[src/rtl/sram_rr_arbiter.sv]
// rtl/sram_rr_arbiter.sv - round-robin arbiter and sequencer for a shared external 16-bit SRAM
//
// Purpose: serves one of NUM_REQ memory ports at a time (requester 0 is the
// master CPU). Each access runs IDLE -> SETUP -> ACCESS (ACCESS_CYCLES) -> DONE.
// The served requester receives read data and a one-cycle req_done pulse.
// Every output is registered.
//
// Optional feature: define MSTR_PRIORITY_EN to give requester 0 absolute
// priority. The other requesters then share round-robin among themselves.
//
// Ports:
//   Clk, Reset           clock (rising edge), synchronous active-low reset
//   read_req, write_req  level requests, one bit per requester
//   addr_in, wdata_in    flattened per-requester address / write data
//   grant, req_done      one-hot served requester / completion pulse
//   rdata_out            last read data, held until the next read completes
//   busy                 high whenever the sequencer is not in IDLE
//   sram_*               SRAM address, data, tristate enable and strobes

module sram_rr_arbiter #(
    parameter int NUM_REQ       = 5,
    parameter int ADDR_W        = 16,
    parameter int DATA_W        = 16,
    parameter int ACCESS_CYCLES = 2
) (
    input  logic                       Clk,
    input  logic                       Reset,
    input  logic [NUM_REQ-1:0]         read_req,
    input  logic [NUM_REQ-1:0]         write_req,
    input  logic [NUM_REQ*ADDR_W-1:0]  addr_in,
    input  logic [NUM_REQ*DATA_W-1:0]  wdata_in,
    output logic [NUM_REQ-1:0]         grant,
    output logic [NUM_REQ-1:0]         req_done,
    output logic [DATA_W-1:0]          rdata_out,
    output logic                       busy,
    output logic [ADDR_W-1:0]          sram_addr,
    output logic [DATA_W-1:0]          sram_wdata,
    output logic                       sram_wdata_oe,
    input  logic [DATA_W-1:0]          sram_rdata,
    output logic                       sram_ce_n,
    output logic                       sram_oe_n,
    output logic                       sram_we_n
);

    localparam int IW = (NUM_REQ > 1) ? $clog2(NUM_REQ) : 1;
    localparam int CW = (ACCESS_CYCLES > 1) ? $clog2(ACCESS_CYCLES + 1) : 1;
    localparam logic [CW-1:0] CNT_LAST = CW'(ACCESS_CYCLES - 1);
    localparam logic [IW-1:0] IDX_LAST = IW'(NUM_REQ - 1);

    typedef enum logic [1:0] {IDLE, SETUP, ACCESS, DONE} state_t;

    state_t              state, state_d;
    logic [IW-1:0]       ptr, ptr_d;
    logic [IW-1:0]       win, win_d;
    logic                op_wr, op_wr_d;
    logic [CW-1:0]       cnt, cnt_d;

    logic [NUM_REQ-1:0]  grant_d, req_done_d;
    logic [DATA_W-1:0]   rdata_d;
    logic                busy_d;
    logic [ADDR_W-1:0]   addr_d;
    logic [DATA_W-1:0]   wdata_d;
    logic                wdata_oe_d, ce_n_d, oe_n_d, we_n_d;

    logic [NUM_REQ-1:0]  pending;
    logic                arb_found;
    logic [IW-1:0]       arb_idx;
    logic [IW-1:0]       win_next;

    // Pick the first pending requester at or above the pointer, wrapping.
    always_comb begin
        pending   = read_req | write_req;
        arb_found = 1'b0;
        arb_idx   = '0;
`ifdef MSTR_PRIORITY_EN
        if (pending[0]) begin
            arb_found = 1'b1;
        end
`endif
        for (int off = 0; off < NUM_REQ; off++) begin : scan
            int cand;
            cand = int'(ptr) + off;
            if (cand >= NUM_REQ) begin
                cand = cand - NUM_REQ;
            end
`ifdef MSTR_PRIORITY_EN
            if (!arb_found && cand != 0 && pending[cand]) begin
`else
            if (!arb_found && pending[cand]) begin
`endif
                arb_found = 1'b1;
                arb_idx   = IW'(cand);
            end
        end
    end

    assign win_next = (win == IDX_LAST) ? '0 : win + 1'b1;

    // Next-state and next-output logic. Because outputs are registered, each
    // transition loads the pin values that the destination state presents.
    always_comb begin
        state_d    = state;
        ptr_d      = ptr;
        win_d      = win;
        op_wr_d    = op_wr;
        cnt_d      = cnt;
        grant_d    = grant;
        req_done_d = '0;
        rdata_d    = rdata_out;
        busy_d     = busy;
        addr_d     = sram_addr;
        wdata_d    = sram_wdata;
        wdata_oe_d = sram_wdata_oe;
        ce_n_d     = sram_ce_n;
        oe_n_d     = sram_oe_n;
        we_n_d     = sram_we_n;

        case (state)
            IDLE: begin
                if (arb_found) begin
                    state_d = SETUP;
                    win_d   = arb_idx;
                    // A write takes precedence over a read from the same port.
                    op_wr_d = write_req[arb_idx];
                    grant_d = NUM_REQ'(1) << arb_idx;
                    busy_d  = 1'b1;
                    ce_n_d  = 1'b0;
                    addr_d  = addr_in[int'(arb_idx)*ADDR_W +: ADDR_W];
                    if (write_req[arb_idx]) begin
                        wdata_d    = wdata_in[int'(arb_idx)*DATA_W +: DATA_W];
                        wdata_oe_d = 1'b1;
                    end else begin
                        oe_n_d = 1'b0;
                    end
                end
            end
            SETUP: begin
                // The write strobe holds off for one cycle to give address setup.
                state_d = ACCESS;
                cnt_d   = '0;
                if (op_wr) begin
                    we_n_d = 1'b0;
                end
            end
            ACCESS: begin
                if (cnt == CNT_LAST) begin
                    state_d    = DONE;
                    ce_n_d     = 1'b1;
                    oe_n_d     = 1'b1;
                    we_n_d     = 1'b1;
                    wdata_oe_d = 1'b0;
                    req_done_d = NUM_REQ'(1) << win;
                    if (!op_wr) begin
                        rdata_d = sram_rdata;
                    end
                end else begin
                    cnt_d = cnt + 1'b1;
                end
            end
            DONE: begin
                state_d = IDLE;
                grant_d = '0;
                busy_d  = 1'b0;
`ifdef MSTR_PRIORITY_EN
                if (win != '0) begin
                    ptr_d = win_next;
                end
`else
                ptr_d = win_next;
`endif
            end
            default: state_d = IDLE;
        endcase
    end

    always_ff @(posedge Clk) begin
        if (!Reset) begin
            state         <= IDLE;
            ptr           <= '0;
            win           <= '0;
            op_wr         <= 1'b0;
            cnt           <= '0;
            grant         <= '0;
            req_done      <= '0;
            rdata_out     <= '0;
            busy          <= 1'b0;
            sram_addr     <= '0;
            sram_wdata    <= '0;
            sram_wdata_oe <= 1'b0;
            sram_ce_n     <= 1'b1;
            sram_oe_n     <= 1'b1;
            sram_we_n     <= 1'b1;
        end else begin
            state         <= state_d;
            ptr           <= ptr_d;
            win           <= win_d;
            op_wr         <= op_wr_d;
            cnt           <= cnt_d;
            grant         <= grant_d;
            req_done      <= req_done_d;
            rdata_out     <= rdata_d;
            busy          <= busy_d;
            sram_addr     <= addr_d;
            sram_wdata    <= wdata_d;
            sram_wdata_oe <= wdata_oe_d;
            sram_ce_n     <= ce_n_d;
            sram_oe_n     <= oe_n_d;
            sram_we_n     <= we_n_d;
        end
    end

endmodule

[config.mk]
export PLATFORM = sky130hd
export DESIGN_NAME = sram_rr_arbiter
export DESIGN_NICKNAME = d
export VERILOG_FILES = /design/src/rtl/sram_rr_arbiter.sv
export SDC_FILE = /design/constraint.sdc
export NUM_CORES = 1
export LEC_CHECK = 0
export CAP_MARGIN = 40
export CELL_PAD_IN_SITES_DETAIL_PLACEMENT = 0
export CELL_PAD_IN_SITES_GLOBAL_PLACEMENT = 1
export CORE_ASPECT_RATIO = 1.25
export CORE_UTILIZATION = 24
export CTS_CLUSTER_DIAMETER = 200
export DETAILED_ROUTE_END_ITERATION = 6
export PLACE_DENSITY_LB_ADDON = 0.1
export SYNTH_ARGS = -nofsm -noshare
export SYNTH_HDL_FRONTEND = slang
export SYNTH_SLANG_ARGS = --single-unit
[constraint.sdc]
create_clock -name Clk -period 5.21 [get_ports Clk]
set_clock_uncertainty 0.15 [all_clocks]
set_input_delay 0.7815 -clock Clk [delete_from_list [all_inputs] [get_ports Clk]]
set_output_delay 0.7815 -clock Clk [all_outputs]
set_load 0.05 [all_outputs]
==> flow_summary.toml <==
[synthesis]
synth_xor_area_share_pct = 0.657
synth_compound_area_share_pct = 31.9
ys_seq_elements = 74
syn_area_um2 = 5330
async_flop_share_pct = 0
synth_top_family_by_area = "compound AO/OA/AOI/OAI gates"
synthesis.nets = 910
synthFlopType = "dfxtp_1"
ys_types = 69
synthAdderAreaFrac_pct = 4.69
yosysWarnings = 0
synthSimpleGateAreaFrac_pct = 24.7
synth_edf_count = 0
synthCells = 702
synthMuxAreaShare_pct = 4.27
avgSynthCellArea_um2 = 7.60
ys_seq_area_share_pct = 27.8

[cells_and_area]
stdcell_count = 1212
nets = 1134
fill_cells = 2196
layout-drive-gt1-share_pct = 7.30
areaGrowthSynthToFinish_pct = 59.0

[timing]
rsz0062_at_grt = "false"
relSlewSlack_pct = 55.0
setup_viol = 0
tightest_slew_ps = 671
hold_viol = 0
fmax_ghz = 0.213
period_share_pct = 90.1
fin_crit_ps = 4690
drv_slew = 0
tns_ps = 0

[detailed_routing]
routedWlPerCell_um = 19.1
via_per_inst = 5.20
dr.pass1.iters = 4
vias = 6299
drt_iter0_drc = 258
drt_wl_total_mm = 23.2
ant_nets = 0
drt_drc_violations_left = 0

[worst_setup_path]
r2r-start = "ptr[0]"
path_max_fanout = 17
startpoint_type = "flop"
end_kind = "flop"
worstPathRequired_ps = 5300
worst-endpoint-arrival_ps = 4780
startpoint = "ptr[0]"
cp_cell_sequence = "clkinv_1 > buf_4 > ha_1 > inv_1 > ha_1 > o31a_1 > o22ai_1 > mux2_2 > nor3b_1 > nor4_4 > and3b_1 > o21a_2 > o41a_1 > and3_1 > o21a_1"
cp_common_cell = "ha_1"
slowest_stage = "o41a_1"
crit_type = "flop to flop"
max_stage_delay_ps = 490

[clocking]
cts_max_level = 3
cts_max_path_buffers = 2
cts-resized-gates = 0
root_buffer = "clkbuf_16"
cts_hold_buffers = 0
clock_latency_ps = 340
cts_buffers = 9
cts_tree = "built"
post_cts_buffers = 0
clk_pin_slew_ps = 60
clock-sinks = 74

[floorplanning]
fp.dieArea_um2 = 22800
io_pins = 251
dieHeight_um = 169
row_count = 60
die_w_um = 135
initial_core_util_pct = 24.6
coreArea_um2 = 21700

[power_and_ir_drop]
pwr-share-clk_pct = 16.0
seq_power_share_pct = 19.6
p_comb_share_pct = 64.5
ir_worst_vdd_mv = 0.225
swShare_pct = 47.9
p_per_area_nw_per_um2 = 482
p_int_uw = 2130
p_leak_uw = 0.00309
switching_power_uw = 1960

[global_routing]
grt_pass1_vias = 6445
grt_max_degree = 67
grt-ovfl-total = 0
gr-usage-all-layers_pct = 20.3
grt_pass1_wl_mm = 35.5
antenna_found_initial = 2

[placement]
io_buffers = 250
dp_cells = 1194
place_congestion = 0.903
hpwlAfterDp_mm = 18.1

[worst_hold_path]
hp-start = "grant[0]"
hold_path.class = "flop to flop"

[flow_run]
maxCapViolCount = 0

[status]
status = "complete, no violations"
[state kept, by name, summed over array words and instances (netlist names)]
signal,flops
busy,1
cnt,2
grant,5
op_wr,1
ptr,3
rdata_out,16
req_done,5
sram_addr,16
sram_ce_n,1
sram_oe_n,1
sram_wdata,16
sram_wdata_oe,1
sram_we_n,1
state,2
win,3
[routing by layer]
metal  global-route usage, %  wire, um  vias to the layer above
met5                       0         0                        -
met2                    36.9     12000                      216
met3                    5.87      1650                       32
met1                    21.8      8860                     2971
li1                        -         -                     3080
met4                    8.26       685                        0
[path summary, 6_finish.rpt]
| check | depth (start not counted) | endpoint | slack, ps |
|---|---|---|---|
| setup / recovery | 15 | op_wr | 520 |
| hold reg to reg | 2 | grant[0] | 300 |
| setup reg to reg | 15 | op_wr | 520 |
| hold / removal | 2 | grant[0] | 300 |
[Yosys cell counts (3+ instances only)]
library cell  count  share of area, %
and2_1            5              0.59
mux2_2            4              0.84
clkbuf_1         49               3.4
a311o_1          32               6.0
o22ai_1           3              0.35
and3_1           38               4.5
o211ai_1          3              0.42
nor2_1           33               2.3
nor3_1            5              0.47
ha_1             20               4.7
o2bb2ai_1         3              0.49
o41ai_1          17               2.8
a21oi_1          35               3.3
dfxtp_1          74                28
nor2b_1           5              0.59
nand2_1         146                10
nand3_1          11               1.0
a211oi_1         39               5.5
buf_2             8              0.75
inv_1            15               1.1
nor3b_1           3              0.42
nand2b_1          6              0.70
mux4_2            3               1.3
xnor2_1           3              0.49
or3_1             3              0.35
or2_2             4              0.47
mux2i_1          10               1.9
nor4_1            5              0.59
o21ai_0          32               3.0
a32oi_1           4              0.66
a31oi_1          35               4.1
[power groups by stage]
stage | Combinational (uW) | Sequential, uW | Clock (uW)
floorplan | 1410 | 1180 | 0
global placement | 2630 | 807 | 0
detailed placement | 2640 | 812 | 0
CTS | 2650 | 802 | 670
global route | 2850 | 817 | 701
finish | 2640 | 799 | 653
[layout by cell type, fill, tap and decap left out, types with 5 or more instances in the layout]
cell,n
clkbuf_16,9
nor4_1,5
ha_1,20
and2_1,5
clkdlybuf4s50_1,250
and3_1,38
a31oi_1,35
o21ai_0,32
buf_4,21
a311o_1,32
a211oi_1,39
dfxtp_1,74
nor2_1,32
mux2i_1,10
inv_1,15
nor2b_1,5
nand2b_1,6
o41ai_1,17
nand2_1,145
a21oi_1,35
nor3_1,5
nand3_1,11
[worst max-delay path, delay by kind of cell (launching register included)]
kind,cells,cell delay [ps]
AO/OA/AOI/OAI,5,1730
AND/OR/NAND/NOR,4,1040
adder cells (fa/ha/maj),2,530
buffers and inverters,3,400
multiplexers,1,390
flip-flops,1,340
[metrics by stage]
step           cell area (um2)  worst slack [ps]  hold WS (ps)  total power, uW  util [%]
2_1_floorplan             5330               465           302             2590         -
3_3_place_gp              8130               385           293             3440      37.5
3_5_place_dp              8170               339           296             3450      37.6
5_1_grt                   8480               200           328             4360      39.1
6_report                  8480               516           303             4090      39.1
4_1_cts                   8470               482           306             4130      39.1
[cell type report]
cell class              count  area [um2]  area share (%)
multi-input cells         551        3550            41.8
well taps                 279         349            4.12
inverters                  16        60.1           0.708
repair buffers            274        2730            32.2
diodes                      2        5.00          0.0590
flip-flops and latches     74        1480            17.5
clock inverters             7        83.8           0.989
clock buffers               9         225            2.66
[kinds of logic (layout without fill, tap and decap cells)]
logic type,Yosys count,after routing
multiplexers,18,18
flip-flops,74,74
AO/OA/AOI/OAI,232,232
AND/OR/NAND/NOR,277,277
adder cells (fa/ha/maj),20,20
buffers and inverters,77,306
XOR/XNOR,4,4
other,0,2
No activity file was read; power rests on OpenSTA's default activity.
